File: src/rtl/pipe_buf32.sv
// rtl/pipe_buf32.sv - elastic valid/ready pipeline buffer with flush
module pipe_buf32 #(
    parameter int WIDTH = 32,
    parameter int DEPTH = 4,
    parameter int CW    = $clog2(DEPTH + 1)
) (
    input  logic             clk,
    input  logic             rst,
    input  logic             flush,
    input  logic             in_valid,
    input  logic [WIDTH-1:0] in_data,
    output logic             in_ready,
    output logic             out_valid,
    output logic [WIDTH-1:0] out_data,
    input  logic             out_ready,
    output logic [CW-1:0]    count
);

    localparam int AW = $clog2(DEPTH);
    localparam logic [CW-1:0] FULL = CW'(DEPTH);

    logic [AW-1:0]    wp_q, wp_d;
    logic [AW-1:0]    rp_q, rp_d;
    logic [CW-1:0]    count_q, count_d;
    logic [WIDTH-1:0] mem_q [DEPTH];

    logic push;
    logic pop;

    // Status is decoded only from the stored count, so nothing on the input
    // side reaches the output side within a cycle.
    assign in_ready  = (count_q != FULL);
    assign out_valid = (count_q != '0);
    assign out_data  = mem_q[rp_q];
    assign count     = count_q;

    assign push = in_valid & in_ready;
    assign pop  = out_valid & out_ready;

    // Next-state for pointers and occupancy; flush wins over any transfer.
    always_comb begin
        wp_d    = wp_q;
        rp_d    = rp_q;
        count_d = count_q;
        if (flush) begin
            wp_d    = '0;
            rp_d    = '0;
            count_d = '0;
        end else begin
            if (push) begin
                wp_d = wp_q + 1'b1;
            end
            if (pop) begin
                rp_d = rp_q + 1'b1;
            end
            if (push && !pop) begin
                count_d = count_q + 1'b1;
            end else if (pop && !push) begin
                count_d = count_q - 1'b1;
            end
        end
    end

    // Pointer and occupancy registers.
    always_ff @(posedge clk or posedge rst) begin
        if (rst) begin
            wp_q    <= '0;
            rp_q    <= '0;
            count_q <= '0;
        end else begin
            wp_q    <= wp_d;
            rp_q    <= rp_d;
            count_q <= count_d;
        end
    end

    // Entry storage; cleared on reset so out_data reads zero, untouched by flush.
    always_ff @(posedge clk or posedge rst) begin
        if (rst) begin
            for (int i = 0; i < DEPTH; i++) begin
                mem_q[i] <= '0;
            end
        end else if (push && !flush) begin
            mem_q[wp_q] <= in_data;
        end
    end

endmodule

File: config.mk
export PLATFORM = sky130hd
export DESIGN_NAME = pipe_buf32
export DESIGN_NICKNAME = d
export VERILOG_FILES = /design/src/rtl/pipe_buf32.sv
export SDC_FILE = /design/constraint.sdc
export NUM_CORES = 1
export LEC_CHECK = 0
export CAP_MARGIN = 15
export CORE_UTILIZATION = 39
export DETAILED_ROUTE_END_ITERATION = 12
export PLACE_DENSITY = 0.69
export SLEW_MARGIN = 20
export SYNTH_ARGS = -nofsm -noshare
export SYNTH_HDL_FRONTEND = slang
export SYNTH_SLANG_ARGS = --single-unit
File: constraint.sdc
create_clock -name clk -period 10.3 [get_ports clk]
set_input_delay 2.06 -clock clk [delete_from_list [all_inputs] [get_ports clk]]
set_output_delay 2.06 -clock clk [all_outputs]
set_load 0.1 [all_outputs]
==> results of run 1 <==
sequential cells by signal, indices dropped and copies added, names as in the netlist:
signal / cells
count: 3
mem_q: 128
rp_q: 2
wp_q: 2
cells in the final DEF (no fill, tap or decap), types with 2 or more instances in the layout:
cell and instances:
clkinv_2 3, dfrtp_1 133, mux2_2 100, dfrtp_2 2
inv_1 6, buf_4 2, ha_1 4, nand3_1 2
xor2_1 2, o21ai_0 3, clkdlybuf4s50_1 73, clkbuf_16 17
mux4_2 32, mux2_4 30, nand3_2 3, nor2_1 9
clkbuf_8 6, clkbuf_1 5, a21oi_1 2
kinds of logic after synthesis:
| logic type | after synthesis | synth area share [%] |
|---|---|---|
| AO/OA/AOI/OAI | 13 | 1.45 |
| XOR/XNOR | 2 | 0.282 |
| adder cells (fa/ha/maj) | 5 | 1.13 |
| buffers and inverters | 33 | 3.61 |
| flip-flops | 135 | 54.5 |
| multiplexers | 163 | 37.2 |
| AND/OR/NAND/NOR | 20 | 1.86 |
worst max path at each step:
stage,slack [ps],depth (start not counted),endpoint
after detailed placement,5560,3,out_data[14]
after global placement,5600,3,out_data[25]
after global routing,5020,3,out_data[14]
after CTS,5110,3,out_data[14]
after floorplan,4630,1,count[0]
final,5200,3,out_data[14]
worst register-to-register path, stage by stage (launching register included):
cell and delay, ps:
dfrtp_1 560, nor3b_2 130, inv_2 170, nand3_2 850
mux2_2 640
per-stage QoR:
stage,utilization [%],cell area [um^2],hold slack [ps]
final,49.3,7580,500
after global routing,49.3,7580,511
after CTS,49.3,7580,504
after detailed placement,45.8,7040,488
after global placement,45.8,7040,483
after floorplan,-,6200,474
layout make-up:
type                       instances  area (um^2)
timing repair buffer              75          746
multi-input combinational        203         2620
fill                            1316         7790
clock inverter                     3         15.0
tap                              211          264
sequential                       135         3380
clock buffer                      28          527
inverter                           8         35.0
metal layers:
layer,up-vias,GRT usage (%),routed length [um]
met5,-,0,0
met4,0,4.98,97
met3,10,4.26,434
met2,64,26.4,5980
met1,1750,21.5,5690
li1,1515,-,-
==> flow_metrics.env, run 1 <==
export IMPL_status="complete, no violations"
export IMPL_cts_resized=0
export IMPL_die_h_um=128
export IMPL_crit_path_max_fanout=29
export IMPL_required_ps=8240
export IMPL_numCtsBuffers=17
export IMPL_avgSynthCellArea_um2=16.7
export IMPL_synth_area_top_cells="dfrtp_1 (54%), mux2_2 (18%), mux4_2 (12%)"
export IMPL_chipWidth_um=128
export IMPL_worstMarginPinSlew_ps=1090
export IMPL_holdPathEnd="mem_q[106]"
export IMPL_port_buffers=73
export IMPL_dr_pass1_iters=4
export IMPL_timing_rr_start="count[0]"
export IMPL_clk_pin_slew_worst_paths_ps=60
export IMPL_cts_buffer_depth=2
export IMPL_crit_arrival_ps=3040
export IMPL_setup_slack_ps=5200
export IMPL_vias=3339
export IMPL_grt_pass1_vias=3642
export IMPL_clock_skew_ps=7.07
export IMPL_detail_route_wl_per_cell_um=18.4
export IMPL_worstSetupPathType="flop to primary output"
export IMPL_die_area_um2=16400
export IMPL_worst_path_max_delay_cell="clkdlybuf4s50_1"
export IMPL_synth_seq_cells=135
export IMPL_clock_sinks=135
export IMPL_finalSetupViolCount=0
export IMPL_ys_top_cells_by_count="dfrtp_1 (135), mux2_2 (100), mux4_2 (32)"
export IMPL_nNetsFinal=482
export IMPL_yosysWarnings=0
export IMPL_drt_total_wl_mm=12.2
export IMPL_fin_crit_ps=5100
export IMPL_max_stage_delay_ps=980
export IMPL_synth_cell_types=33
export IMPL_async_flop_share_pct=100
export IMPL_drive_gt1_share_pct=44.9
export IMPL_start_util_pct=40.4
export IMPL_min_path_type="flop to flop"
export IMPL_syn_nets=413
export IMPL_num_rows=45
export IMPL_syn2layout_area_growth_pct=22.3
export IMPL_slew_headroom_pct=27.3
export IMPL_grt_pass1_wl_mm=19.9
export IMPL_synth_seq_area_share_pct=54.5
export IMPL_layout_cells_non_filler=663
export IMPL_synth_edf_count=0
export IMPL_ios=74
export IMPL_rr_endpoint="mem_q[66]"
export IMPL_cp_start_kind="flop"
export IMPL_htreeDepth=4
export IMPL_coreArea_um2=15400
export IMPL_cts_hold_fix_buffers=0
export IMPL_synth_top_area_share_pct=54.5
export IMPL_path_cells="buf_4 > mux4_2 > clkdlybuf4s50_1"
export IMPL_min_period_over_period_pct=49.5
export IMPL_max_freq_mhz=196
export IMPL_track_usage_pct=16.3
export IMPL_cp_end_kind="primary output"
export IMPL_ant_nets=0
export IMPL_hp_start="mem_q[106]"
export IMPL_gr_total_overflow=0
export IMPL_holdPathStages=1
export IMPL_cts_tree="done"
export IMPL_antenna_found_initial=0
export IMPL_maxCapViolCount=0
export IMPL_ys_flop_type="dfrtp_1"
export IMPL_place_ws_ps=5560
export IMPL_via_per_inst=5.04
export IMPL_ctsRootBufferMaster="clkbuf_16"
export IMPL_cp_startpoint="rp_q[0]"
export IMPL_r2r_setup_slack_ps=7820
export IMPL_grt_max_degree=72
export IMPL_place_congestion=0.710
export IMPL_rsz0062_at_grt="false"
export IMPL_netlist_area_um2=6200
export IMPL_diodes=0
export IMPL_clk_latency_ps=410
export IMPL_dp_cells=632
export IMPL_cts_post_setup_buffers_inserted=0
export IMPL_dp_hpwl_mm=7.18
export IMPL_critPathTopFamily="buffers and inverters"
export IMPL_yosysMostFrequentCell="dfrtp_1"
export IMPL_post_route_drc_count=0
export IMPL_first_iter_violations=130
export IMPL_hold_violations=0
export IMPL_crit_buf_inv=2
export IMPL_reg2regPathDepth=4
export IMPL_slew_viol_final=0
export IMPL_yosys_area_top_type="dfrtp_1"
export IMPL_syn_inst=371
export IMPL_finalSetupTns_ps=0
Power of run 1 is left out: the tool's default activity adds up to more than one toggle a clock period on the data nets, which glitch-free logic cannot reach.
==> run 2: changes to the inputs <==
- clock period: 10.3 -> 4.7 ns (I/O delays scaled with it)
==> run 2 against run 1 <==
  * Cell area is 1.0% higher
  * Critical endpoint unchanged
  * Sequential cell count stayed put
  * Sequential share of layout area is 0.44 points lower
  * Clock skew is 0.66 ps higher
  * Routed wire length is 3.2% higher
  * First-iteration DRC count is 0.77% lower
  * Clock-buffer cell count is 1 higher
  * Non-clock buffer count is 4 higher
  * Hold slack worse by 2.1 ps
==> flow_metrics.env, run 2 (synthesized netlist as in run 1, its figures left out) <==
export IMPL_vias=3415
export IMPL_placed_area_um2=7080
export IMPL_coreArea_um2=15400
export IMPL_detail_route_wl_per_cell_um=18.9
export IMPL_ant_nets=0
export IMPL_place_ws_ps=1230
export IMPL_die_h_um=128
export IMPL_max_freq_mhz=257
export IMPL_regMostFlops="mem_q"
export IMPL_numCtsBuffers=17
export IMPL_final_cell_mix="dfrtp_1 (133), mux2_2 (100), clkdlybuf4s50_1 (73)"
export IMPL_status="complete, no violations"
export IMPL_ctsRootBufferMaster="clkbuf_16"
export IMPL_gr_total_overflow=0
export IMPL_grt_pass1_wl_mm=21.1
export IMPL_first_iter_violations=129
export IMPL_rsz0062_at_grt="false"
export IMPL_hold_violations=0
export IMPL_cts_tree="done"
export IMPL_finalSetupTns_ps=0
export IMPL_post_route_drc_count=0
export IMPL_worstSetupPathType="flop to primary output"
export IMPL_clk_latency_ps=420
export IMPL_nNetsFinal=486
export IMPL_clock_skew_ps=7.73
export IMPL_htreeDepth=4
export IMPL_post_route_util_pct=49.8
export IMPL_crit_path_max_fanout=33
export IMPL_cts_hold_fix_buffers=0
export IMPL_slew_viol_final=0
export IMPL_setup_slack_ps=812
export IMPL_min_path_type="flop to flop"
export IMPL_path_cells="mux4_2 > clkdlybuf4s50_1"
export IMPL_clock_sinks=135
export IMPL_via_per_inst=5.12
export IMPL_ios=74
export IMPL_maxCapViolCount=0
export IMPL_worst_path_max_delay_cell="clkdlybuf4s50_1"
export IMPL_antenna_found_initial=0
export IMPL_r2r_setup_slack_ps=2410
export IMPL_cts_post_setup_buffers_inserted=0
export IMPL_grt_pass1_vias=3887
export IMPL_required_ps=3760
export IMPL_max_stage_delay_ps=1140
export IMPL_dp_hpwl_mm=7.53
export IMPL_drive_gt1_share_pct=45.4
export IMPL_min_period_over_period_pct=82.7
export IMPL_track_usage_pct=17.4
export IMPL_worstMarginPinSlew_ps=1000
export IMPL_cp_start_kind="flop"
export IMPL_diodes=0
export IMPL_cp_end_kind="primary output"
export IMPL_fin_area_um2=7660
export IMPL_finalSetupViolCount=0
export IMPL_chipWidth_um=128
export IMPL_die_area_um2=16400
export IMPL_grt_max_degree=94
export IMPL_syn2layout_area_growth_pct=23.5
export IMPL_place_congestion=0.701
export IMPL_cts_buffer_depth=2
export IMPL_port_buffers=73
export IMPL_final_common_cell="dfrtp_1"
export IMPL_drt_total_wl_mm=12.6
export IMPL_num_fill_cells=1294
export IMPL_clk_pin_slew_worst_paths_ps=60
export IMPL_fin_crit_ps=3890
export IMPL_slew_headroom_pct=33.1
export IMPL_cts_resized=0
export IMPL_dr_pass1_iters=6
export IMPL_largest_reg_flops=128
export IMPL_crit_arrival_ps=2950
export IMPL_start_util_pct=40.4
export IMPL_num_rows=45
==> run 2: cell types whose count changed in the layout (fill, tap and decap cells not counted), sizes merged <==
cell and delta:
clkinv -2, buf +4, clkbuf +1, bufinv +1
==> run 2: worst paths after layout <==
check,cells after the start,start,to
setup / recovery,2,rp_q[1],out_data[14]
hold / removal,1,mem_q[80],mem_q[80]
setup reg to reg,7,count[1],count[2]
hold reg to reg,1,mem_q[80],mem_q[80]
max in group asynchronous,3,rst,mem_q[94]
min in group asynchronous,2,rst,mem_q[39]
==> run 2: cell type report <==
type	instances	area (um^2)	area share, %
clock inverters	2	35.0	0.457
flip-flops and latches	135	3380	44.1
multi-input cells	203	2620	34.1
well taps	211	264	3.45
clock buffers	29	541	7.06
inverters	8	35.0	0.457
repair buffers	79	788	10.3
==> run 2: critical path: cells and delay by family, from the launching register on <==
family	cells	cell delay (ps)
mux	1	390
flops	1	990
buf+inv	1	1140
==> run 2: through the flow <==
stage	instances	hold WS [ps]
after CTS	667	501
final	667	498
after detailed placement	636	489
after global routing	667	510
after floorplan	371	474
after global placement	636	482
==> run 2: routing by layer <==
metal | wire length (um) | part of all wire (%) | vias to the layer above | global-route usage, %
met5 | 0 | 0 | - | 0
met4 | 209 | 1.7 | 0 | 6.71
met3 | 497 | 3.9 | 18 | 5.51
met2 | 6120 | 49 | 70 | 26.8
met1 | 5770 | 46 | 1805 | 22.9
li1 | - | - | 1522 | -
Power of run 2 is left out for the same reason.
==> run 3: changes to the inputs <==
- PLACE_DENSITY: 0.69 -> 0.71
- clock period: 4.7 -> 3.4 ns (I/O delays scaled with it)
==> run 3 against run 2 <==
  * Cell count is 1.3% higher
  * Global-route usage is 0.32 points lower
  * Clock-buffer cell count is 11 lower
  * Critical path depth is 1 higher
  * Hold slack hardly changed
==> flow_metrics.env, run 3 (synthesized netlist as in run 1, its figures left out) <==
export IMPL_status="complete, no violations"
export IMPL_max_stage_delay_ps=770
export IMPL_finalSetupViolCount=0
export IMPL_ios=74
export IMPL_vias=3480
export IMPL_clock_skew_ps=8.30
export IMPL_numCtsBuffers=17
export IMPL_coreArea_um2=15400
export IMPL_reg2regPathDepth=7
export IMPL_die_area_um2=16400
export IMPL_cts_resized=0
export IMPL_nNetsFinal=494
export IMPL_first_iter_violations=166
export IMPL_num_rows=45
export IMPL_grt_pass1_vias=3881
export IMPL_ctsRootBufferMaster="clkbuf_16"
export IMPL_fin_crit_ps=2960
export IMPL_cts_buffer_depth=2
export IMPL_regMostFlops="mem_q"
export IMPL_min_path_type="flop to flop"
export IMPL_worstSetupPathType="flop to primary output"
export IMPL_diodes=0
export IMPL_clk_pin_slew_worst_paths_ps=60
export IMPL_worst_path_max_delay_cell="dfrtp_2"
export IMPL_slew_viol_final=0
export IMPL_clock_sinks=135
export IMPL_required_ps=2720
export IMPL_drt_total_wl_mm=12.8
export IMPL_start_util_pct=40.4
export IMPL_endpoint="out_data[30]"
export IMPL_num_fill_cells=1284
export IMPL_syn2layout_area_growth_pct=24.1
export IMPL_cts_post_setup_buffers_inserted=0
export IMPL_htreeDepth=4
export IMPL_rsz0062_at_grt="false"
export IMPL_maxCapViolCount=0
export IMPL_grt_max_degree=43
export IMPL_setup_slack_ps=442
export IMPL_crit_path_max_fanout=16
export IMPL_dp_hpwl_mm=8.12
export IMPL_gr_total_overflow=0
export IMPL_track_usage_pct=17.1
export IMPL_grt_pass1_wl_mm=20.7
export IMPL_clk_latency_ps=410
export IMPL_via_per_inst=5.15
export IMPL_ant_nets=0
export IMPL_post_route_drc_count=0
export IMPL_cp_startpoint="rp_q[0]"
export IMPL_crit_arrival_ps=2280
export IMPL_worstMarginPinSlew_ps=893
export IMPL_place_congestion=0.794
export IMPL_drive_gt1_share_pct=55.5
export IMPL_dr_pass1_iters=6
export IMPL_chipWidth_um=128
export IMPL_final_common_cell="dfrtp_1"
export IMPL_port_buffers=73
export IMPL_cp_start_kind="flop"
export IMPL_cts_hold_fix_buffers=0
export IMPL_antenna_found_initial=0
export IMPL_timing_rr_start="count[1]"
export IMPL_max_freq_mhz=338
export IMPL_path_cells="buf_12 > mux4_2 > buf_4"
export IMPL_cts_tree="done"
export IMPL_slew_headroom_pct=40.4
export IMPL_r2r_setup_slack_ps=1170
export IMPL_detail_route_wl_per_cell_um=18.9
export IMPL_min_period_over_period_pct=87.0
export IMPL_cp_end_kind="primary output"
export IMPL_finalSetupTns_ps=0
export IMPL_rr_endpoint="count[2]"
export IMPL_place_ws_ps=554
export IMPL_die_h_um=128
export IMPL_hold_violations=0
export IMPL_final_cell_mix="dfrtp_1 (133), mux2_2 (100), buf_4 (47)"
export IMPL_largest_reg_flops=128
run 3: cell types whose count changed in the layout (fill, tap and decap cells not counted), moves of 5 or more:
cell,change
buf_4,+42
clkdlybuf4s50_1,-37
clkbuf_1,-5
clkbuf_8,-6
run 3: worst min-delay path by stage:
stage                     startpoint  cells past startpoint         to
after floorplan             mem_q[0]                      1   mem_q[0]
after global placement     mem_q[95]                      1  mem_q[95]
after detailed placement   mem_q[57]                      1  mem_q[57]
after CTS                  mem_q[15]                      1  mem_q[15]
after global routing       mem_q[82]                      1  mem_q[82]
final                      mem_q[15]                      1  mem_q[15]
run 3: cell type report:
| cell class | count | area (um^2) | share of cell area (%) |
|---|---|---|---|
| flip-flops and latches | 135 | 3380 | 43.9 |
| clock buffers | 18 | 439 | 5.70 |
| well taps | 211 | 264 | 3.43 |
| multi-input cells | 203 | 2620 | 34.0 |
| clock inverters | 14 | 173 | 2.24 |
| inverters | 8 | 33.8 | 0.439 |
| repair buffers | 87 | 793 | 10.3 |
run 3: worst max-delay path: cells and delay by family, from the launching register on:
family / cells / cell delay [ps]
buffers and inverters: 2 / 520
DFF: 1 / 770
muxes: 1 / 560
run 3: per-stage QoR:
step / hold slack [ps] / instances / utilization [%] / instance area, um^2
5_1_grt: 515 / 676 / 50.1 / 7700
2_1_floorplan: 474 / 371 / - / 6210
4_1_cts: 503 / 676 / 50.1 / 7700
3_3_place_gp: 482 / 644 / 46.1 / 7090
3_5_place_dp: 489 / 644 / 46.1 / 7090
6_report: 499 / 676 / 50.1 / 7700
run 3: layer usage:
| layer | up-vias | global-route usage (%) | part of all wire (%) |
|---|---|---|---|
| li1 | 1546 | - | - |
| met1 | 1851 | 20.4 | 42 |
| met2 | 68 | 29.7 | 52 |
| met3 | 15 | 4.13 | 3.9 |
| met4 | 0 | 6.64 | 1.4 |
| met5 | - | 0 | 0 |
Power of run 3 is left out for the same reason.
